===== src/rtl/sid_i2s_tx_if.sv =====
// rtl/sid_i2s_tx_if.sv - run/sample inputs and I2S outputs of the SID I2S transmitter
interface sid_i2s_tx_if;
  logic        enable;
  logic [11:0] audio;
  logic        sck;
  logic        ws;
  logic        sd;
  logic        frame_start;

  modport master (
    input  enable,
    input  audio,
    output sck,
    output ws,
    output sd,
    output frame_start
  );

  modport slave (
    output enable,
    output audio,
    input  sck,
    input  ws,
    input  sd,
    input  frame_start
  );
endinterface


===== src/rtl/sid_i2s_tx.sv =====
// rtl/sid_i2s_tx.sv - SID mixer sample to mono Philips I2S master transmitter
// Optional feature macro SID_I2S_AVG_EN: boxcar-average audio over each frame instead of point sampling.
module sid_i2s_tx #(
  parameter int SCK_DIV = 4
) (
  input  logic         clk,
  input  logic         reset,
  sid_i2s_tx_if.master bus
);

  localparam int              DIV_W    = (SCK_DIV > 1) ? $clog2(SCK_DIV) : 1;
  localparam logic [DIV_W-1:0] DIV_LAST = DIV_W'(SCK_DIV - 1);

  typedef enum logic {
    IDLE = 1'b0,
    RUN  = 1'b1
  } state_e;

  state_e           state_q, state_d;
  logic [DIV_W-1:0] div_cnt_q, div_cnt_d;
  logic [4:0]       bit_cnt_q, bit_cnt_d, bit_cnt_nxt;
  logic [15:0]      word_q, word_d;
  logic [15:0]      point_word, latch_word;
  logic             sck_q, sck_d;
  logic             ws_q, ws_d;
  logic             sd_q, sd_d;
  logic             fs_q, fs_d;
  logic             div_wrap, fall_evt, frame_end;
  logic [3:0]       sd_idx;

  assign point_word  = {bus.audio, 4'b0000} ^ 16'h8000;
  assign div_wrap    = (div_cnt_q == DIV_LAST);
  assign fall_evt    = div_wrap && sck_q;
  assign frame_end   = (state_q == RUN) && fall_evt && (bit_cnt_q == 5'd31);
  assign bit_cnt_nxt = bit_cnt_q + 5'd1;
  // Philips delay: slot bit n carries word bit (16-n) mod 16, so the slot MSB lands one SCK late
  assign sd_idx      = 4'd0 - bit_cnt_nxt[3:0];

`ifdef SID_I2S_AVG_EN
  localparam int ACC_W = 12 + $clog2(64 * SCK_DIV);

  logic [ACC_W-1:0] acc_q, acc_d, acc_sum;

  assign acc_sum    = acc_q + ACC_W'(bus.audio);
  assign latch_word = acc_sum[ACC_W-1 -: 16] ^ 16'h8000;

  always_comb begin
    acc_d = acc_sum;
    if ((state_q == IDLE) || frame_end) begin
      acc_d = '0;
    end
  end

  always_ff @(posedge clk or negedge reset) begin
    if (!reset) begin
      acc_q <= '0;
    end else begin
      acc_q <= acc_d;
    end
  end
`else
  assign latch_word = point_word;
`endif

  always_comb begin
    state_d   = state_q;
    div_cnt_d = div_cnt_q;
    bit_cnt_d = bit_cnt_q;
    word_d    = word_q;
    sck_d     = sck_q;
    ws_d      = ws_q;
    sd_d      = sd_q;
    fs_d      = 1'b0;
    case (state_q)
      IDLE: begin
        div_cnt_d = '0;
        bit_cnt_d = '0;
        sck_d     = 1'b0;
        ws_d      = 1'b0;
        sd_d      = 1'b0;
        if (bus.enable) begin
          state_d = RUN;
          word_d  = point_word;
          fs_d    = 1'b1;
        end
      end
      RUN: begin
        div_cnt_d = div_wrap ? '0 : div_cnt_q + 1'b1;
        if (div_wrap) begin
          sck_d = ~sck_q;
        end
        if (fall_evt) begin
          bit_cnt_d = bit_cnt_nxt;
          ws_d      = bit_cnt_nxt[4];
          sd_d      = word_q[sd_idx];
          if (frame_end) begin
            if (bus.enable) begin
              word_d = latch_word;
              fs_d   = 1'b1;
            end else begin
              // stopping drops the pending right-slot LSB
              state_d   = IDLE;
              sd_d      = 1'b0;
              div_cnt_d = '0;
            end
          end
        end
      end
      default: begin
        state_d = IDLE;
      end
    endcase
  end

  always_ff @(posedge clk or negedge reset) begin
    if (!reset) begin
      state_q   <= IDLE;
      div_cnt_q <= '0;
      bit_cnt_q <= '0;
      word_q    <= '0;
      sck_q     <= 1'b0;
      ws_q      <= 1'b0;
      sd_q      <= 1'b0;
      fs_q      <= 1'b0;
    end else begin
      state_q   <= state_d;
      div_cnt_q <= div_cnt_d;
      bit_cnt_q <= bit_cnt_d;
      word_q    <= word_d;
      sck_q     <= sck_d;
      ws_q      <= ws_d;
      sd_q      <= sd_d;
      fs_q      <= fs_d;
    end
  end

  assign bus.sck         = sck_q;
  assign bus.ws          = ws_q;
  assign bus.sd          = sd_q;
  assign bus.frame_start = fs_q;

endmodule

===== src/flat_wrapper.sv =====
// flat-port wrapper written by rule: the top's interface ports become plain ports
module sid_i2s_tx_flat 
#(
  parameter int SCK_DIV = 4
)
  (clk, reset, bus_enable, bus_audio, bus_sck, bus_ws, bus_sd, bus_frame_start);
  sid_i2s_tx_if bus_i ();
  input  logic clk;
  input  logic reset;
  input wire logic [$bits(bus_i.enable)-1:0] bus_enable;
  input wire logic [$bits(bus_i.audio)-1:0] bus_audio;
  output wire logic [$bits(bus_i.sck)-1:0] bus_sck;
  output wire logic [$bits(bus_i.ws)-1:0] bus_ws;
  output wire logic [$bits(bus_i.sd)-1:0] bus_sd;
  output wire logic [$bits(bus_i.frame_start)-1:0] bus_frame_start;
  assign bus_i.enable = bus_enable;
  assign bus_i.audio = bus_audio;
  assign bus_sck = bus_i.sck;
  assign bus_ws = bus_i.ws;
  assign bus_sd = bus_i.sd;
  assign bus_frame_start = bus_i.frame_start;
  sid_i2s_tx #(.SCK_DIV(SCK_DIV)) u_core (.clk(clk), .reset(reset), .bus(bus_i));
endmodule

===== config.mk =====
export PLATFORM = sky130hd
export DESIGN_NAME = sid_i2s_tx_flat
export DESIGN_NICKNAME = d
export VERILOG_FILES = /design/src/rtl/sid_i2s_tx_if.sv /design/src/rtl/sid_i2s_tx.sv /design/src/flat_wrapper.sv
export SDC_FILE = /design/constraint.sdc
export NUM_CORES = 1
export LEC_CHECK = 0
export ABC_AREA = 1
export CAP_MARGIN = 10
export CORE_ASPECT_RATIO = 1.4
export CORE_MARGIN = 1
export CORE_UTILIZATION = 51
export DETAILED_ROUTE_END_ITERATION = 7
export GPL_ROUTABILITY_DRIVEN = 0
export GPL_TIMING_DRIVEN = 1
export HOLD_SLACK_MARGIN = 0.05
export PLACE_DENSITY = 0.76
export SLEW_MARGIN = 20
export SYNTH_ARGS = -nofsm -noshare
export SYNTH_HDL_FRONTEND = slang
export SYNTH_SLANG_ARGS = --single-unit

===== constraint.sdc =====
create_clock -name clk -period 1.9 [get_ports clk]
set_input_delay 0.285 -clock clk [delete_from_list [all_inputs] [get_ports clk]]
set_output_delay 0.285 -clock clk [all_outputs]
set_load 0.005 [all_outputs]

==> flow_summary.ini, run 1 <==
[status]
status = finished clean

[synthesis]
synth-compound-area-share_pct = 5.72
synth_fa_ha_area_share_pct = 3.24
yosysWarnings = 0
seq_area_frac_synth_pct = 49.6
synth.avg_cell_area_um2 = 7.84
netlist_instances = 148
synthSimpleGateAreaFrac_pct = 33.3
synthMuxAreaShare_pct = 0
synth_top_family_by_area = simple AND/OR/NAND/NOR gates
synth_area_mm2 = 0.00116
synth.area.top_cells = dfrtp_1 50%, nand2_1 18%, inv_1 4.9%
yosysMostFrequentCell = nand2_1
ys_seq_elements = 23
synth_top_cell_by_area = dfrtp_1
synthFlopType = dfrtp_1
synthXorXnorAreaFrac_pct = 0
synthTopCellsByCount = 57 x nand2_1, 23 x dfrtp_1, 15 x inv_1, 15 x nor2_1, 10 x o21ai_0
syn_nets = 166
synth_async_sr_flop_share_pct = 100
netlist-cell-type-count = 19
synth_top_cell_area_share_pct = 49.6
synth-edff-count = 0

[route]
ant_nets = 0
wl_per_cell_um = 11.0
first_pass_iters = 4
drc = 0
vias = 1014
wirelength_um = 2120
vias_per_cell = 5.25
drt_iter0_markers = 23

[floorplan]
die_area_mm2 = 0.00247
initial_core_util_pct = 53.9
fp.coreArea_mm2 = 0.00215
die_w_um = 42.3
rows = 20
die_y_um = 58.4
ios = 19

[power_and_ir_drop]
p_per_area_mw_per_mm2 = 538
p_total_mw = 0.748
leakage_nw = 0.747
ir_drop_uv = 407

[timing]
slew_violations = 0
finalCritPeriodShare_pct = 86.1
setup_violations = 0
hold_slack_ps = 308
tightest_slew_ps = 364
max_freq_mhz = 611
hold_violations = 0
period_needed_ps = 1640
setup_tns_ps = 0
grt_setup_unrepaired = no
relSlewSlack_pct = 75.6
worst_clock_skew_ps = 10.9

[worst_setup_path]
cp.required_ps = 2140
critPathMaxFanout = 16
endpoint_kind = flop
slowest_stage = dfrtp_1
crit_chain = ha_1 -> inv_1 -> nor3_1 -> ha_1 -> nand2_2 -> nand2_2 -> nand2_4 -> inv_6 -> nand2_1 -> o21ai_0
cpPeakStageDelay_ps = 390
path_class = reg -> reg
crit_family = simple AND/OR/NAND/NOR gates
cp_num_buf_inv = 2
start_kind = flop
cp.arrival_ps = 1870

[clocking]
clock_path_buffers = 2
numCtsBuffers = 3
clock_latency_ps = 310
cts_tree = done
cts-resized-gates = 0
cts.sinks = 23
cts_root_buf = clkbuf_4
clkTransAtPathRegs_ps = 120
cts_setup_buffers = 0
ctsHtreeMaxLevel = 1
ctsHoldBuffers = 0

[placement]
io_buffer_count = 18
dp_hpwl_um = 1650
placed_area_mm2 = 0.00136

[global_route]
grt_pass1_vias = 964
gr-total-overflow = 0
grt_start_max_net_pins = 24
grt_util_all_layers_pct = 20.1
antenna_found_initial = 0
grt_pass1_wl_um = 3840

[worst_hold_path]
holdCritPathClass = in -> async

[layout]
syn2layout_area_growth_pct = 20.0
design_area_mm2 = 0.00139
drive_gt1_share_pct = 8.77
layout.nets = 190
antenna_cells = 0

[run]
drv_cap = 0
[state kept, by name, indices dropped and copies added, names as in the netlist]
register	flops
u_core.word_q	12
u_core.bit_cnt_q	5
u_core.div_cnt_q	2
u_core.bus.frame_start	1
u_core.bus.sck	1
u_core.bus.sd	1
u_core.state_q	1
[cell families (layout without fill, tap and decap cells)]
group                    after synthesis  count (layout)
AND/OR/NAND/NOR                       91              91
buffers and inverters                 19              42
adder cells (fa/ha/maj)                3               3
AO/OA/AOI/OAI                         12              12
flip-flops                            23              23
[routing by layer]
layer	share of wire [%]	routed length [um]	global-route usage, %
met1	41	878	21.8
met2	53	1130	37.4
met3	3.1	66	2.45
met4	2.1	44	11.2
met5	0	0	0
[cells in the final DEF (no fill, tap or decap)]
cell type / n
inv_2: 1
nand2_2: 3
o22ai_1: 1
nor2_1: 15
clkbuf_4: 3
clkbuf_1: 1
ha_1: 3
nor3_1: 2
a22o_2: 1
nand2_4: 1
inv_6: 1
and3_2: 1
inv_1: 15
nor2_4: 1
buf_4: 3
dfrtp_1: 23
nand4_1: 2
clkdlybuf4s50_1: 18
nand2_1: 57
nand3_1: 9
o21ai_0: 10
[worst register-to-register path: stages (launching register included)]
cell     delay [ps]
dfrtp_1         390
ha_1            170
inv_1            60
nor3_1          210
ha_1            220
nand2_2          70
nand2_2          80
nand2_4         100
inv_6           130
nand2_1          60
o21ai_0          70
[metrics by stage]
stage | std cells | setup slack (ps) | utilization (%)
2_1_floorplan | 148 | 353 | -
3_3_place_gp | 188 | 301 | 63.1
3_5_place_dp | 188 | 231 | 63.1
4_1_cts | 192 | 211 | 64.3
5_1_grt | 193 | 25.4 | 64.7
6_report | 193 | 263 | 64.7
[final timing paths]
check | from | endpoint | slack, ps | depth (start not counted)
min reg2reg | u_core.div_cnt_q[0]$_DFF_PN0_ | u_core.div_cnt_q[0]$_DFF_PN0_ | 450 | 1
max | u_core.bit_cnt_q[0]$_DFFE_PN0N_ | u_core.word_q[8]$_DFFE_PN0P_ | 260 | 10
min in group clk | u_core.div_cnt_q[0]$_DFF_PN0_ | u_core.div_cnt_q[0]$_DFF_PN0_ | 450 | 1
max reg2reg | u_core.bit_cnt_q[0]$_DFFE_PN0N_ | u_core.word_q[8]$_DFFE_PN0P_ | 260 | 10
min | reset | u_core.bit_cnt_q[0]$_DFFE_PN0N_ | 310 | 2
max in group asynchronous | reset | u_core.bus.sd$_DFFE_PN0N_ | 1360 | 2
[report_power, final]
part / internal [mW] / switching, mW / total [mW]
registers: 0.489 / 0 / 0.489
clock network: 0.0820 / 0.137 / 0.218
logic: 0.0264 / 0.0142 / 0.0405
[area by class of cell]
type | count | area (um^2)
fillers | 198 | 761
flip-flops and latches | 23 | 576
multi-input cells | 106 | 490
repair buffers | 21 | 203
inverters | 17 | 68.8
well taps | 22 | 27.5
clock buffers | 4 | 26.3
(Power assumes the default switching activity.)
==> inputs of run 2 (changes only) <==
Settings changed: CORE_UTILIZATION 51 to 46, PLACE_DENSITY 0.76 to 0.72, SETUP_SLACK_MARGIN from default to 0.2, SLEW_MARGIN 20 to default.
Clock period 1.9 ns to 1.4 ns, I/O delays scaled along.
==> run 2 against run 1 <==
Compared with the run above:
- combinational power increased by 41%
- clock power increased by 40%
- the run now ends with negative setup slack left
- clock skew decreased by 9.8 ps
- wire length increased by 22%
- worst hold slack got worse by 80 ps
- fmax increased by 12%
==> flow_summary.ini, run 2 (same netlist as run 1, synthesis figures left out) <==
[status]
violations = negative setup slack
status = complete, but fails checks

[worst_setup_path]
start_kind = flop
cpMostUsedCell = nand3_1
cpPeakStageDelay_ps = 410
rrSetupSlack_ps = -60
reg2reg_from = u_core.bit_cnt_q[1]$_DFFE_PN0N_
critPathMaxFanout = 2
path_class = reg -> reg
cp.arrival_ps = 1670
reg2reg_to = u_core.bus.sd$_DFFE_PN0N_
reg2regPathDepth = 10
endpoint_kind = flop
cp.required_ps = 1620
crit_chain = ha_4 -> inv_2 -> nor3_2 -> ha_2 -> buf_4 -> nand3_2 -> nand3_1 -> inv_1 -> nand3_1 -> nand2_1
slowest_stage = dfrtp_1

[timing]
setup_violations = 15
hold_slack_ps = 229
slew_violations = 0
tightest_slew_ps = 289
relSlewSlack_pct = 80.8
period_needed_ps = 1460
setup_slack_ps = -59.2
worst_clock_skew_ps = 1.08
grt_setup_unrepaired = yes
max_freq_mhz = 685
hold_violations = 0
finalCritPeriodShare_pct = 104

[clocking]
cts_tree = done
cts.sinks = 23
cts_root_buf = clkbuf_4
ctsHtreeMaxLevel = 1
numCtsBuffers = 3
clock_latency_ps = 310
clock_path_buffers = 2
ctsHoldBuffers = 0
clkTransAtPathRegs_ps = 120

[global_route]
grt_start_max_net_pins = 24
grt_pass1_wl_um = 4290
grt_util_all_layers_pct = 21.5
gr-total-overflow = 0
grt_pass1_vias = 1060
antenna_found_initial = 0

[layout]
antenna_cells = 0
reg_top3 = u_core.word_q: 12 flops, u_core.bit_cnt_q: 5 flops, u_core.div_cnt_q: 2 flops
mostFrequentLayoutCells = 54 x nand2_1, 23 x dfrtp_1, 16 x buf_4, 14 x clkdlybuf4s50_1, 13 x nor2_1
final_common_cell = nand2_1
top_register = u_core.word_q
syn2layout_area_growth_pct = 39.1
drive_gt1_share_pct = 26.3
layout.nets = 205
largest_reg_flops = 12

[floorplan]
die_w_um = 44.4
rows = 21
initial_core_util_pct = 48.5
die_y_um = 61.4
die_area_mm2 = 0.00273
fp.coreArea_mm2 = 0.00239
ios = 19

[route]
first_pass_iters = 4
ant_nets = 0
wirelength_um = 2580
drc = 0
wl_per_cell_um = 11.7
vias = 1082
vias_per_cell = 4.92
drt_iter0_markers = 27

[power_and_ir_drop]
ir_drop_uv = 520
p_int_mw = 0.807
switching_share_pct = 21.4
seqPwrFrac_pct = 64.7
p_total_mw = 1.03
p_switching_mw = 0.219
clkPwrFrac_pct = 29.7
power_frac_comb_pct = 5.6
p_per_area_mw_per_mm2 = 636
leakage_nw = 0.859

[worst_hold_path]
holdCritPathClass = in -> async

[placement]
dp_hpwl_um = 1830
pre_cts_slack_ps = -90.0
io_buffer_count = 18

[run]
drv_cap = 0
run 2: cell count changes in the layout (fill, tap and decap cells not counted), moves of 3 or more:
cell	change
buf_4	+13
inv_1	-5
o21ai_0	-5
clkdlybuf4s50_1	-4
inv_2	+4
o21ai_1	+4
clkdlybuf4s15_1	+3
ha_1	-3
nand2_1	-3
run 2: per-layer routing:
metal | up-vias | track usage [%] | part of all wire, %
met1 | 505 | 23.2 | 39
met5 | - | 0 | 0
li1 | 540 | - | -
met4 | 0 | 11.7 | 3.4
met3 | 13 | 2.35 | 2.9
met2 | 24 | 40.5 | 55
run 2: cell type report:
cell class	instances	area, um^2
Fill cell	202	778
Sequential cell	23	576
Multi-Input combinational cell	106	574
Timing Repair Buffer	35	310
Inverter	17	73.8
Tap cell	34	42.5
Clock buffer	3	22.5
Timing Repair inverter	1	8.76
Clock inverter	1	5.00
run 2: critical path: cells and delay by family, from the launching register on:
family	cells	cell delay, ps
flip-flops	1	410
AND/OR/NAND/NOR	5	390
adder cells (fa/ha/maj)	2	370
buffers and inverters	3	200
run 2: how the worst max path moves through the flow:
stage	depth (start not counted)	slack, ps	start	end
2_1_floorplan	11	-70	u_core.bit_cnt_q[1]$_DFFE_PN0N_	u_core.word_q[10]$_DFFE_PN0P_
3_3_place_gp	9	-40	u_core.bit_cnt_q[1]$_DFFE_PN0N_	u_core.word_q[8]$_DFFE_PN0P_
3_5_place_dp	9	-90	u_core.bit_cnt_q[1]$_DFFE_PN0N_	u_core.word_q[8]$_DFFE_PN0P_
4_1_cts	10	-60	u_core.bit_cnt_q[1]$_DFFE_PN0N_	u_core.word_q[8]$_DFFE_PN0P_
5_1_grt	10	-160	u_core.bit_cnt_q[0]$_DFFE_PN0N_	u_core.word_q[8]$_DFFE_PN0P_
6_report	10	-60	u_core.bit_cnt_q[1]$_DFFE_PN0N_	u_core.bus.sd$_DFFE_PN0N_
run 2: power groups by stage:
stage	logic (mW)	registers, mW	clock network, mW
floorplan	0.000990	0.677	0
global placement	0.0562	0.677	0
detailed placement	0.0570	0.677	0
CTS	0.0582	0.664	0.314
global route	0.0638	0.664	0.338
finish	0.0570	0.664	0.305
run 2: metrics by stage:
step / util, % / instance area [um^2] / cells / setup TNS [ps]
detailed placement: 61.3 / 1470 / 208 / -718
global placement: 61.3 / 1470 / 208 / -230
floorplan: - / 1190 / 148 / -575
CTS: 65.6 / 1570 / 218 / -575
global route: 67.5 / 1610 / 220 / -1950
finish: 67.5 / 1610 / 220 / -494
run 2: what timing repair did:
| action | CTS | global route |
|---|---|---|
| resized for setup | 14 | 14 |
| gates cloned | 1 | 0 |
| buffers inserted | 5 | 2 |
| hold endpoints to repair | 0 | 0 |
| pin swaps | 3 | 3 |
| setup endpoints to repair | 26 | 24 |
==> inputs of run 3 (changes only) <==
Clock period 1.4 ns to 1.3 ns, I/O delays scaled along.
==> run 3 against run 2 <==
Compared with the run above:
- the run still ends with negative setup slack left
- combinational power is 12% higher
- design area is 5.9% higher
- fmax is 2.7% lower
- sequential share of layout area is 1.9 points lower
- critical path type unchanged
- highest routed layer unchanged
==> flow_summary.ini, run 3 (same netlist as run 1, synthesis figures left out) <==
[clocking]
cts_root_buf = clkbuf_4
clock_latency_ps = 320
clkTransAtPathRegs_ps = 120
cts_tree = done
numCtsBuffers = 3
ctsHtreeMaxLevel = 1
cts.sinks = 23
clock_path_buffers = 2

[layout]
seqCellArea_um2 = 577
largest_reg_flops = 12
drive_gt1_share_pct = 34.6
syn2layout_area_growth_pct = 47.2
mostFrequentLayoutCells = 44 x nand2_1, 22 x dfrtp_1, 15 x buf_4, 14 x clkdlybuf4s50_1
multi_input_comb_area_um2 = 654
fillers = 187
antenna_cells = 0
finalNonFillerCells = 222
layout.nets = 207
final_common_cell = nand2_1
reg_top3 = u_core.word_q: 12 flops, u_core.bit_cnt_q: 5 flops, u_core.div_cnt_q: 2 flops
top_register = u_core.word_q

[timing]
finalCritPeriodShare_pct = 115
hold_violations = 0
max_freq_mhz = 667
relSlewSlack_pct = 78.2
worst_clock_skew_ps = 5.19
grt_setup_unrepaired = yes
hold_slack_ps = 211
setup_violations = 20
period_needed_ps = 1500
tightest_slew_ps = 325
setup_slack_ps = -200
slew_violations = 0

[floorplan]
fp.coreArea_mm2 = 0.00239
die_w_um = 44.4
die_y_um = 61.4
rows = 21
initial_core_util_pct = 48.5
ios = 19
die_area_mm2 = 0.00273

[route]
wl_per_cell_um = 12.2
ant_nets = 0
drt_iter0_markers = 8
vias_per_cell = 5.01
vias = 1112
wirelength_um = 2720
first_pass_iters = 4
drc = 0

[power_and_ir_drop]
p_per_area_mw_per_mm2 = 650
p_int_mw = 0.874
switching_share_pct = 21.3
ir_drop_uv = 543
power_frac_comb_pct = 5.8
clkPwrFrac_pct = 29.8
leakage_nw = 0.906
p_switching_mw = 0.236
seqPwrFrac_pct = 64.4
p_total_mw = 1.11

[worst_setup_path]
endpoint_kind = flop
start_kind = flop
cp.arrival_ps = 1720
critPathMaxFanout = 5
reg2regPathDepth = 10
path_class = reg -> reg
cp.required_ps = 1520

[global_route]
grt_util_all_layers_pct = 21.7
gr-total-overflow = 0
grt_pass1_vias = 1056
grt_start_max_net_pins = 24
grt_pass1_wl_um = 4260
antenna_found_initial = 0

[status]
violations = negative setup slack
status = complete, but fails checks

[placement]
dp_hpwl_um = 1870
place_inst = 206
io_buffer_count = 18

[run]
drv_cap = 0

[worst_hold_path]
holdCritPathClass = in -> async
[run 3: cell types whose count changed in the layout (fill, tap and decap cells not counted), sizes merged]
| cell | delta |
|---|---|
| nand2 | +1 |
| buf | +4 |
| clkbuf | +2 |
| inv | -1 |
| clkdlybuf4s15 | -3 |
| dlygate4sd2 | -1 |
[run 3: worst max-delay path, stage by stage, from the launching register on]
cell and delay (ps):
dfrtp_1 430, ha_4 170, inv_4 40, nor3_4 150
ha_4 180, nand2_4 60, nand2_8 90, buf_12 100
nand2_4 50, nand2_1 70, nand2_1 50
[run 3: layout make-up]
cell class	count	share of cell area [%]
Timing Repair inverter	1	0.513
Sequential cell	23	33.8
Clock buffer	4	1.54
Tap cell	34	2.49
Multi-Input combinational cell	107	38.3
Timing Repair Buffer	36	18.5
Inverter	17	4.91
[run 3: per-stage QoR]
step           setup TNS [ps]  util [%]  area [um^2]  worst slack, ps
2_1_floorplan           -1770         -         1200             -165
3_3_place_gp            -1440      61.1         1460             -133
3_5_place_dp            -2380      61.1         1460             -215
4_1_cts                 -2350      66.0         1580             -180
5_1_grt                 -3380      71.4         1710             -254
6_report                -2400      71.4         1710             -200
[run 3: power by group through the flow]
| stage | clock, mW | sequential, mW | combinational (mW) |
|---|---|---|---|
| 2_1_floorplan | 0 | 0.729 | 0.00109 |
| 3_3_place_gp | 0 | 0.729 | 0.0605 |
| 3_5_place_dp | 0 | 0.729 | 0.0615 |
| 4_1_cts | 0.338 | 0.715 | 0.0628 |
| 5_1_grt | 0.369 | 0.715 | 0.0699 |
| 6_report | 0.331 | 0.715 | 0.0639 |
[run 3: worst paths after layout]
path	from	slack, ps	end
max	u_core.bit_cnt_q[1]$_DFFE_PN0N_	-200	u_core.word_q[10]$_DFFE_PN0P_
min in group clk	bus_audio[3]	400	u_core.word_q[7]$_DFFE_PN0P_
max in group asynchronous	reset	840	u_core.state_q$_DFF_PN0_
max reg2reg	u_core.bit_cnt_q[1]$_DFFE_PN0N_	-200	u_core.word_q[10]$_DFFE_PN0P_
min	reset	210	u_core.word_q[8]$_DFFE_PN0P_
min reg2reg	u_core.bus.sd$_DFFE_PN0N_	490	u_core.bus.sd$_DFFE_PN0N_
[run 3: timing repair]
item | 4_1_cts | 5_1_grt
gates cloned | 1 | 1
pin swaps | 9 | 5
hold buffers | 0 | 0
setup buffers | 7 | 3
gates resized for setup | 31 | 25
endpoints found under the setup margin | 26 | 23
[run 3: metal layers]
metal | global-route usage [%] | wire, um
met1 | 23.6 | 1090
met2 | 39.1 | 1490
met3 | 3.52 | 66
met4 | 13.0 | 67
met5 | 0 | 0
